$ cat config.mk
export PLATFORM = sky130hd
export DESIGN_NAME = mac_acc_seq_flat
export DESIGN_NICKNAME = d
export VERILOG_FILES = /design/src/rtl/mac_acc_seq_if.sv /design/src/rtl/mac_acc_seq.sv /design/src/flat_wrapper.sv
export SDC_FILE = /design/constraint.sdc
export NUM_CORES = 1
export LEC_CHECK = 0
export CAP_MARGIN = 20
export CORE_ASPECT_RATIO = 0.7
export CORE_MARGIN = 3
export CORE_UTILIZATION = 45
export CTS_CLUSTER_DIAMETER = 80
export DETAILED_ROUTE_END_ITERATION = 10
export GPL_ROUTABILITY_DRIVEN = 0
export GPL_TIMING_DRIVEN = 1
export PLACE_DENSITY = 0.76
export SYNTH_ARGS = -nofsm -noshare
export SYNTH_HDL_FRONTEND = slang
export SYNTH_SLANG_ARGS = --single-unit
export TNS_END_PERCENT = 1
$ cat constraint.sdc
create_clock -name clk -period 3.2 [get_ports clk]
set_input_delay 0.48 -clock clk [delete_from_list [all_inputs] [get_ports clk]]
set_output_delay 0.48 -clock clk [all_outputs]
set_load 0.005 [all_outputs]
$ cat src/rtl/mac_acc_seq_if.sv
// Job/operand/result handshake bundle for the MAC accumulator sequencer.
//   cmd_*  : job command (initial value, beat count), valid/ready
//   in_*   : operand beat stream, valid/ready
//   out_*  : final sum and sticky overflow, valid/ready
// master = job/operand producer and result consumer; slave = sequencer.
interface mac_acc_seq_if #(
  parameter int unsigned W         = 32,
  parameter int unsigned LEN_WIDTH = 8
);
  logic                 cmd_valid;
  logic                 cmd_ready;
  logic [W-1:0]         cmd_init;
  logic [LEN_WIDTH-1:0] cmd_len;

  logic                 in_valid;
  logic                 in_ready;
  logic [W-1:0]         in_data;

  logic                 out_valid;
  logic                 out_ready;
  logic [W-1:0]         out_data;
  logic                 out_ovf;

  modport master (
    output cmd_valid, cmd_init, cmd_len, in_valid, in_data, out_ready,
    input  cmd_ready, in_ready, out_valid, out_data, out_ovf
  );

  modport slave (
    input  cmd_valid, cmd_init, cmd_len, in_valid, in_data, out_ready,
    output cmd_ready, in_ready, out_valid, out_data, out_ovf
  );
endinterface

$ cat src/rtl/mac_acc_seq.sv
// Job sequencer for the MAC accumulator: loads an initial value, adds
// cmd_len unsigned operand beats with carry tracking, then offers the
// wrapped sum and a sticky overflow flag on the result port.
// Ports:
//   clk   : clock
//   rst   : synchronous active-high reset (abandons any job in flight)
//   bus   : mac_acc_seq_if.slave (cmd / in / out handshakes)
//   busy  : high while a job is in ACC or OUT
module mac_acc_seq #(
  parameter int unsigned MAC_MIN_WIDTH = 8,
  parameter int unsigned MAC_ACC_WIDTH = 4 * MAC_MIN_WIDTH,
  parameter int unsigned LEN_WIDTH     = 8
) (
  input  logic               clk,
  input  logic               rst,
  mac_acc_seq_if.slave       bus,
  output logic               busy
);
  localparam int unsigned W = MAC_ACC_WIDTH;

  typedef enum logic [1:0] {
    IDLE = 2'd0,
    ACC  = 2'd1,
    OUT  = 2'd2
  } state_t;

  state_t               state;
  logic [W-1:0]         sum;
  logic [LEN_WIDTH-1:0] remaining;
  logic                 ovf;
  logic                 cmd_ready_q;
  logic                 in_ready_q;
  logic                 out_valid_q;
  logic                 busy_q;

  // W+1-bit add; the top bit is the carry out of bit W-1.
  logic [W:0] sum_ext_c;
  assign sum_ext_c = {1'b0, sum} + {1'b0, bus.in_data};

  // Sequencer: state, datapath and handshake outputs all registered together,
  // so each ready/valid always matches the state it is decoded from.
  always_ff @(posedge clk) begin
    if (rst) begin
      state       <= IDLE;
      sum         <= '0;
      remaining   <= '0;
      ovf         <= 1'b0;
      cmd_ready_q <= 1'b1;
      in_ready_q  <= 1'b0;
      out_valid_q <= 1'b0;
      busy_q      <= 1'b0;
    end else begin
      case (state)
        IDLE: begin
          if (bus.cmd_valid) begin
            sum         <= bus.cmd_init;
            remaining   <= bus.cmd_len;
            ovf         <= 1'b0;
            cmd_ready_q <= 1'b0;
            busy_q      <= 1'b1;
            if (bus.cmd_len == '0) begin
              state       <= OUT;
              out_valid_q <= 1'b1;
            end else begin
              state      <= ACC;
              in_ready_q <= 1'b1;
            end
          end
        end

        ACC: begin
          if (bus.in_valid) begin
            sum       <= sum_ext_c[W-1:0];
            ovf       <= ovf | sum_ext_c[W];
            remaining <= remaining - LEN_WIDTH'(1);
            // Leave on the last beat, so remaining never wraps below zero.
            if (remaining == LEN_WIDTH'(1)) begin
              state       <= OUT;
              in_ready_q  <= 1'b0;
              out_valid_q <= 1'b1;
            end
          end
        end

        OUT: begin
          if (bus.out_ready) begin
            state       <= IDLE;
            out_valid_q <= 1'b0;
            cmd_ready_q <= 1'b1;
            busy_q      <= 1'b0;
          end
        end

        default: begin
          state       <= IDLE;
          cmd_ready_q <= 1'b1;
          in_ready_q  <= 1'b0;
          out_valid_q <= 1'b0;
          busy_q      <= 1'b0;
        end
      endcase
    end
  end

  assign bus.cmd_ready = cmd_ready_q;
  assign bus.in_ready  = in_ready_q;
  assign bus.out_valid = out_valid_q;
  assign bus.out_data  = sum;
  assign bus.out_ovf   = ovf;
  assign busy          = busy_q;
endmodule

$ cat src/flat_wrapper.sv
// flat-port wrapper written by rule: the top's interface ports become plain ports
module mac_acc_seq_flat 
#(
  parameter int unsigned MAC_MIN_WIDTH = 8,
  parameter int unsigned MAC_ACC_WIDTH = 4 * MAC_MIN_WIDTH,
  parameter int unsigned LEN_WIDTH     = 8
)
  (clk, rst, busy, bus_cmd_valid, bus_cmd_init, bus_cmd_len, bus_in_valid, bus_in_data, bus_out_ready, bus_cmd_ready, bus_in_ready, bus_out_valid, bus_out_data, bus_out_ovf);
  mac_acc_seq_if #(.W((32)), .LEN_WIDTH(LEN_WIDTH)) bus_i ();
  input  logic clk;
  input  logic rst;
  output logic busy;
  input wire logic [$bits(bus_i.cmd_valid)-1:0] bus_cmd_valid;
  input wire logic [$bits(bus_i.cmd_init)-1:0] bus_cmd_init;
  input wire logic [$bits(bus_i.cmd_len)-1:0] bus_cmd_len;
  input wire logic [$bits(bus_i.in_valid)-1:0] bus_in_valid;
  input wire logic [$bits(bus_i.in_data)-1:0] bus_in_data;
  input wire logic [$bits(bus_i.out_ready)-1:0] bus_out_ready;
  output wire logic [$bits(bus_i.cmd_ready)-1:0] bus_cmd_ready;
  output wire logic [$bits(bus_i.in_ready)-1:0] bus_in_ready;
  output wire logic [$bits(bus_i.out_valid)-1:0] bus_out_valid;
  output wire logic [$bits(bus_i.out_data)-1:0] bus_out_data;
  output wire logic [$bits(bus_i.out_ovf)-1:0] bus_out_ovf;
  assign bus_i.cmd_valid = bus_cmd_valid;
  assign bus_i.cmd_init = bus_cmd_init;
  assign bus_i.cmd_len = bus_cmd_len;
  assign bus_i.in_valid = bus_in_valid;
  assign bus_i.in_data = bus_in_data;
  assign bus_i.out_ready = bus_out_ready;
  assign bus_cmd_ready = bus_i.cmd_ready;
  assign bus_in_ready = bus_i.in_ready;
  assign bus_out_valid = bus_i.out_valid;
  assign bus_out_data = bus_i.out_data;
  assign bus_out_ovf = bus_i.out_ovf;
  mac_acc_seq #(.MAC_MIN_WIDTH(MAC_MIN_WIDTH), .MAC_ACC_WIDTH(MAC_ACC_WIDTH), .LEN_WIDTH(LEN_WIDTH)) u_core (.clk(clk), .rst(rst), .bus(bus_i), .busy(busy));
endmodule
==> results of run 1 <==
[layer usage]
metal	global-route usage [%]	vias to the layer above
met1	36.1	2279
met3	6.59	30
met4	6.86	0
li1	-	2368
met2	41.1	260
met5	0	-
[worst max-delay path by stage]
stage	startpoint	endpoint	slack, ns
floorplan	bus_in_data[0]	u_core.bus.out_data[24]	0.48
global placement	bus_in_data[0]	u_core.bus.out_data[24]	-0.03
finish	bus_in_data[0]	u_core.bus.out_data[30]	0.18
CTS	bus_in_data[0]	u_core.bus.out_data[30]	0.21
global route	bus_in_data[0]	u_core.bus.out_data[30]	0.004
detailed placement	bus_in_data[0]	u_core.bus.out_data[30]	-0.08
[placed cells by master, fill, tap and decap left out, types with 13 or more instances in the layout]
master	count
sky130_fd_sc_hd__o221ai_1	13
sky130_fd_sc_hd__nor3_1	17
sky130_fd_sc_hd__o21ai_0	53
sky130_fd_sc_hd__ha_1	34
sky130_fd_sc_hd__dfxtp_1	47
sky130_fd_sc_hd__nor2_1	49
sky130_fd_sc_hd__nand2_1	77
sky130_fd_sc_hd__clkdlybuf4s50_1	113
sky130_fd_sc_hd__a21oi_1	71
sky130_fd_sc_hd__buf_4	25
[registers in the layout, summed over array words and instances, names as in the netlist]
name / count
u_core.bus.cmd_ready: 1
u_core.busy: 1
u_core.state: 2
u_core.bus.out_data: 32
u_core.bus.out_valid: 1
u_core.bus.in_ready: 1
u_core.bus.out_ovf: 1
u_core.remaining: 8
[kinds of logic (layout without fill, tap and decap cells)]
group,count (synthesis),count (layout)
AOI/OAI and AO/OA,220,220
xor gates and xnor gates,16,16
adders and majority gates,35,35
buffers and inverters,43,157
DFF,47,47
muxes,4,4
and+or+nand+nor,208,208
[cell type report]
class	instances	area share (%)
sequential	47	16.8
clock inverter	2	0.313
multi-input combinational	483	53.7
clock buffer	6	2.30
tap	120	2.68
inverter	11	0.737
timing repair buffer	138	23.5
[metrics by stage]
stage / hold WS [ns] / setup TNS [ns] / instance area [µm²] / cells
CTS: 0.474 / 0 / 5600 / 807
global placement: 0.450 / -0.0404 / 5460 / 799
detailed placement: 0.462 / -0.265 / 5460 / 799
floorplan: 0.451 / 0 / 4110 / 573
finish: 0.474 / 0 / 5600 / 807
global route: 0.501 / 0 / 5600 / 807
[worst min-delay path: cells and delay by family, from the launching register on]
| family | cells | cell delay (ns) |
|---|---|---|
| DFF | 1 | 0.33 |
| and+or+nand+nor | 2 | 0.10 |
[where the power goes]
group / switching [mW] / internal, mW / leakage (nW) / total (mW)
combinational: 0.811 / 0.700 / 1.77 / 1.51
sequential: 0.105 / 0.686 / 0.389 / 0.791
clock: 0.248 / 0.293 / 0.0710 / 0.541
total: 1.16 / 1.68 / 2.23 / 2.84
==> out/results.ini, run 1 <==
[status]
result_of_the_run = finished clean

[power_and_ir_drop]
static-leakage-power_nw = 2.23
power.density_cell_area_nw_per_um2 = 508
power.total_mw = 2.84
ir_drop_mv = 0.231

[worst_setup_path]
path_class = in -> reg
worstPathRequired_ns = 3.37
worstPathMaxFanout = 4
crit_family = buffers and inverters
cp.depth = 12
crit_path_end_kind = register
critPathMaxStageDelay_ns = 0.59
critical_path.reg2reg.startpoint = u_core.bus.out_data[0]
worst-path-buf-inv = 3
timing.critical_path.arrival_ns = 3.19
crit_chain = clkdlybuf4s50_1 > ha_1 > fa_1 > a21o_1 > a31oi_1 > or4b_4 > buf_4 > a31oi_1 > buf_4 > a21oi_1 > nor3_1 > o31ai_1
r2r.worst_path.cells = 10
setup.worst_path.start_class = primary input
setup.reg_to_reg.worst_slack_ns = 0.45
crit_slowest_cell = sky130_fd_sc_hd__or4b_4
r2r-end = u_core.bus.out_data[28]

[logic_synthesis]
synthDistinctLibCells = 59
syn-num-nets = 685
synth_area_leader = sky130_fd_sc_hd__dfxtp_1
postSynthCellCount = 573
post_synth.cell_area_avg_um2 = 7.17
post_synth_mux_area_share_pct = 1.01
synth.most_common_cell = sky130_fd_sc_hd__nand2_1
synth-main-ff-cell = sky130_fd_sc_hd__dfxtp_1
synth_compound_area_share_pct = 34.2
synth-edff-count = 0
yosys_warnings = 0
synthSimpleGateAreaFrac_pct = 23.7
synthXorXnorAreaFrac_pct = 3.41
synth.ff_latch_count = 47
ys_seq_area_share_pct = 22.9
yosys.area_share.adder_pct = 10.8
synth_top_cell_area_share_pct = 22.9
yosys-top-cells-count = 77 x sky130_fd_sc_hd__nand2_1, 71 x sky130_fd_sc_hd__a21oi_1, 53 x sky130_fd_sc_hd__o21ai_0
largest_family_of_logic_cells_by_synthesized_area = compound AO/OA/AOI/OAI gates
mappedNetlistArea_um2 = 4110
asyncSetResetFlopFracSynth_pct = 0
post_synth_main_area_contributors = sky130_fd_sc_hd__dfxtp_1 23%, sky130_fd_sc_hd__ha_1 10%, sky130_fd_sc_hd__a21oi_1 8.7%, sky130_fd_sc_hd__nand2_1 7.0%, sky130_fd_sc_hd__o21ai_0 6.5%

[worst_hold_path]
start_point_of_the_worst_hold_path = u_core.bus.out_data[12]
endpoint_of_the_worst_hold_path = u_core.bus.out_data[12]
min_delay_path_depth = 2
worstHoldPathType = reg -> reg

[cts]
postCtsSetupRepairBufs = 0
clock-sinks = 47
clk_latency_ns = 0.30
max_root_sink_buffers = 2
tritoncts = built
clkTransAtPathRegs_ns = 0.07
cts_resized = 0
cts_made_buffers = 5
ctsRootBufferMaster = sky130_fd_sc_hd__clkbuf_16
cts_max_level = 2
holdBufCountCts = 0

[grt]
number_of_global_route_vias_before_repair = 4641
number_of_antenna_violations_at_the_first_check_in_global_routing = 0
grt_remaining_overflow = 0
tot_gr_track_use_pct = 26.2
largest_net_degree_at_the_start_of_global_routing = 35
global_route_wire_length_before_repair_um = 22600

[place]
numPortBuffers = 113
detailed_place_hpwl_um = 10400
place_ws_ns = -0.0797

[floorplan]
fp.coreArea_um2 = 8650
dieWidth_um = 120
floorplan_die_area_um2 = 10300
initial_core_util_pct = 47.5
rows = 28
vert_die_dim_um = 85.9
io_pins = 114

[drt]
post_route_drc_violation_count = 0
number_of_drc_markers_in_iteration_0 = 448
avgRoutedWirePerCell_um = 16.9
drtAntennaViolNets = 0
avgViaCountPerCell = 6.12
dr.max_layer_used = met4
routed_wirelength_um = 13600
vias = 4937
met3_length_um = 1380
m1WireLength_um = 6120
drt_pre_antenna_iters = 5
routed-wl-met2_um = 5870

[timing]
timing.clock.skew_ns = 0.00515
slew_viol_final = 0
maxSlewHeadroom_pct = 49.6
post-route-min-period_ns = 3.02
postLayoutSetupSlackWorst_ns = 0.179
fmaxAchievable_mhz = 331
report.final.hold_viol_count = 0
tightest_slew_ns = 0.752
min_period_over_period_pct = 94.4
timing.final.setup_violations = 0
unrepaired_setup_endpoints_after_global_routing = no

[finish]
flow.area_growth_from_synthesis_pct = 36.5
number_of_fill_cells = 799
regArea_um2 = 941
final_layout_size_suffix_gt1_share_pct = 6.40
finalCoreUtilization_pct = 64.8
num_antenna_cells = 0
multi_input_area_um2 = 3010
final_nets = 798

[job]
max_cap_violations = 0

Note: power is estimated with default switching activity, not from simulation.
==> run 2, diff against run 1 <==
--- a/config.mk
+++ b/config.mk
@@ -6,8 +6,8 @@
 export NUM_CORES = 1
 export LEC_CHECK = 0
 export CAP_MARGIN = 20
-export CORE_ASPECT_RATIO = 0.7
-export CORE_MARGIN = 3
+export CORE_ASPECT_RATIO = 0.5
+export CORE_MARGIN = 4
 export CORE_UTILIZATION = 45
 export CTS_CLUSTER_DIAMETER = 80
 export DETAILED_ROUTE_END_ITERATION = 10
==> run 2 against run 1 <==
Net effect: combinational power about the same; first-iteration DRC count is 8.9% lower; clock skew up 0.0041 ns; largest power group unchanged; highest routed layer unchanged; hold slack got worse by 0.0093 ns; core utilization down 0.73 points; critical endpoint is now u_core.bus.out_data[24]; critical path depth is 2 lower; via count is 1.2% lower; largest cell class unchanged; die area increased by 4.7%; total power up 0.74%; cell area is 0.54% higher.
==> out/results.ini, run 2 (same netlist as run 1, synthesis figures left out) <==
[drt]
avgRoutedWirePerCell_um = 16.9
vias = 4876
avgViaCountPerCell = 6.03
routed_wirelength_um = 13700
number_of_drc_markers_in_iteration_0 = 408
drt_pre_antenna_iters = 5
drtAntennaViolNets = 0
post_route_drc_violation_count = 0

[finish]
final-instance-count-excl-fill = 808
mostFrequentLayoutCell = sky130_fd_sc_hd__clkdlybuf4s50_1
final_layout_size_suffix_gt1_share_pct = 7.24
largest_reg_flops = 32
flow.area_growth_from_synthesis_pct = 37.2
num_antenna_cells = 0
final_nets = 802
number_of_fill_cells = 785
layout.cells.most_common_list = 113 x sky130_fd_sc_hd__clkdlybuf4s50_1, 77 x sky130_fd_sc_hd__nand2_1, 71 x sky130_fd_sc_hd__a21oi_1

[place]
place.detailed.instances = 800
place_ws_ns = -0.0809
numPortBuffers = 113
detailed_place_hpwl_um = 10600

[worst_setup_path]
timing.critical_path.arrival_ns = 3.20
crit_chain = clkdlybuf4s50_1 > ha_1 > fa_1 > a21o_1 > a31oi_1 > or4b_4 > a21oi_2 > a41o_1 > or4_1 > a32o_1
crit_family = compound AO/OA/AOI/OAI gates
crit_slowest_cell = sky130_fd_sc_hd__fa_1
worst-path-buf-inv = 1
crit_path_end_kind = register
path_class = in -> reg
worstPathRequired_ns = 3.40
worstPathMaxFanout = 3
setup.reg_to_reg.worst_slack_ns = 0.43
setup.worst_path.start_class = primary input
critPathMaxStageDelay_ns = 0.42

[grt]
number_of_global_route_vias_before_repair = 4430
tot_gr_track_use_pct = 25.0
number_of_antenna_violations_at_the_first_check_in_global_routing = 0
grt_remaining_overflow = 0
largest_net_degree_at_the_start_of_global_routing = 39
global_route_wire_length_before_repair_um = 21800

[cts]
holdBufCountCts = 0
postCtsSetupRepairBufs = 0
cts_max_level = 2
clock-sinks = 47
ctsRootBufferMaster = sky130_fd_sc_hd__clkbuf_16
clk_latency_ns = 0.30
cts_made_buffers = 5
clkTransAtPathRegs_ns = 0.07
tritoncts = built
cts_resized = 0
max_root_sink_buffers = 2

[floorplan]
initial_core_util_pct = 46.7
floorplan_die_area_um2 = 10800
rows = 24
io_pins = 114
fp.coreArea_um2 = 8800
vert_die_dim_um = 75.6
dieWidth_um = 143

[power_and_ir_drop]
static-leakage-power_nw = 2.25
power.density_cell_area_nw_per_um2 = 509
ir_drop_mv = 0.258

[worst_hold_path]
worstHoldPathType = reg -> reg

[status]
result_of_the_run = finished clean

[timing]
tightest_slew_ns = 0.506
slew_viol_final = 0
holdWs_ns = 0.465
postLayoutSetupSlackWorst_ns = 0.199
timing.final.setup_violations = 0
report.final.hold_viol_count = 0
unrepaired_setup_endpoints_after_global_routing = no
fmaxAchievable_mhz = 333
min_period_over_period_pct = 93.8
maxSlewHeadroom_pct = 65.4
timing.clock.skew_ns = 0.00922
post-route-min-period_ns = 3.00

[job]
max_cap_violations = 0

[run 2: cell types whose count changed in the layout (fill, tap and decap cells not counted), sizes merged]
cell,delta
buf,+4
clkbuf,-1
inv,+1
[run 2: stage by stage]
step                util [%]  cell area (µm²)  TNS, ns  total power [mW]
floorplan                  -             4110        0              1.70
global placement        62.4             5490  -0.0224              2.26
detailed placement      62.4             5490   -0.171              2.29
CTS                     64.0             5630        0              2.85
global route            64.0             5630        0              3.06
finish                  64.0             5630        0              2.87
[run 2: final timing paths]
check                                        startpoint                 endpoint  cells after the start
worst max-delay path                     bus_in_data[0]  u_core.bus.out_data[24]                     10
worst min-delay path            u_core.bus.out_data[18]  u_core.bus.out_data[18]                      2
worst max register to register   u_core.bus.out_data[0]  u_core.bus.out_data[24]                      9
worst min register to register  u_core.bus.out_data[18]  u_core.bus.out_data[18]                      2
[run 2: area by class of cell]
class / count / area (µm²) / area share (%)
timing repair buffer: 142 / 1350 / 23.9
tap: 117 / 146 / 2.60
sequential: 47 / 941 / 16.7
multi-input combinational: 483 / 3010 / 53.4
inverter: 11 / 41.3 / 0.733
clock inverter: 3 / 22.5 / 0.400
clock buffer: 5 / 125 / 2.22
[run 2: routing by layer]
| layer | vias up | global-route usage (%) | part of all wire, % |
|---|---|---|---|
| met2 | 226 | 39.1 | 43 |
| met1 | 2246 | 36.4 | 46 |
| met5 | - | 0 | 0 |
| met3 | 14 | 4.01 | 9.3 |
| met4 | 0 | 5.80 | 1.0 |
| li1 | 2390 | - | - |
[run 2: tightest hold or removal path: stages, from the launching register on]
cell and delay (ns):
sky130_fd_sc_hd__dfxtp_1 0.33, sky130_fd_sc_hd__nand2_1 0.06, sky130_fd_sc_hd__nand2_1 0.04
[run 2: power by group]
| part | internal [mW] | switching [mW] | total (mW) |
|---|---|---|---|
| clock | 0.293 | 0.264 | 0.557 |
| sequential | 0.686 | 0.103 | 0.789 |
| combinational | 0.710 | 0.809 | 1.52 |
| total | 1.69 | 1.18 | 2.87 |
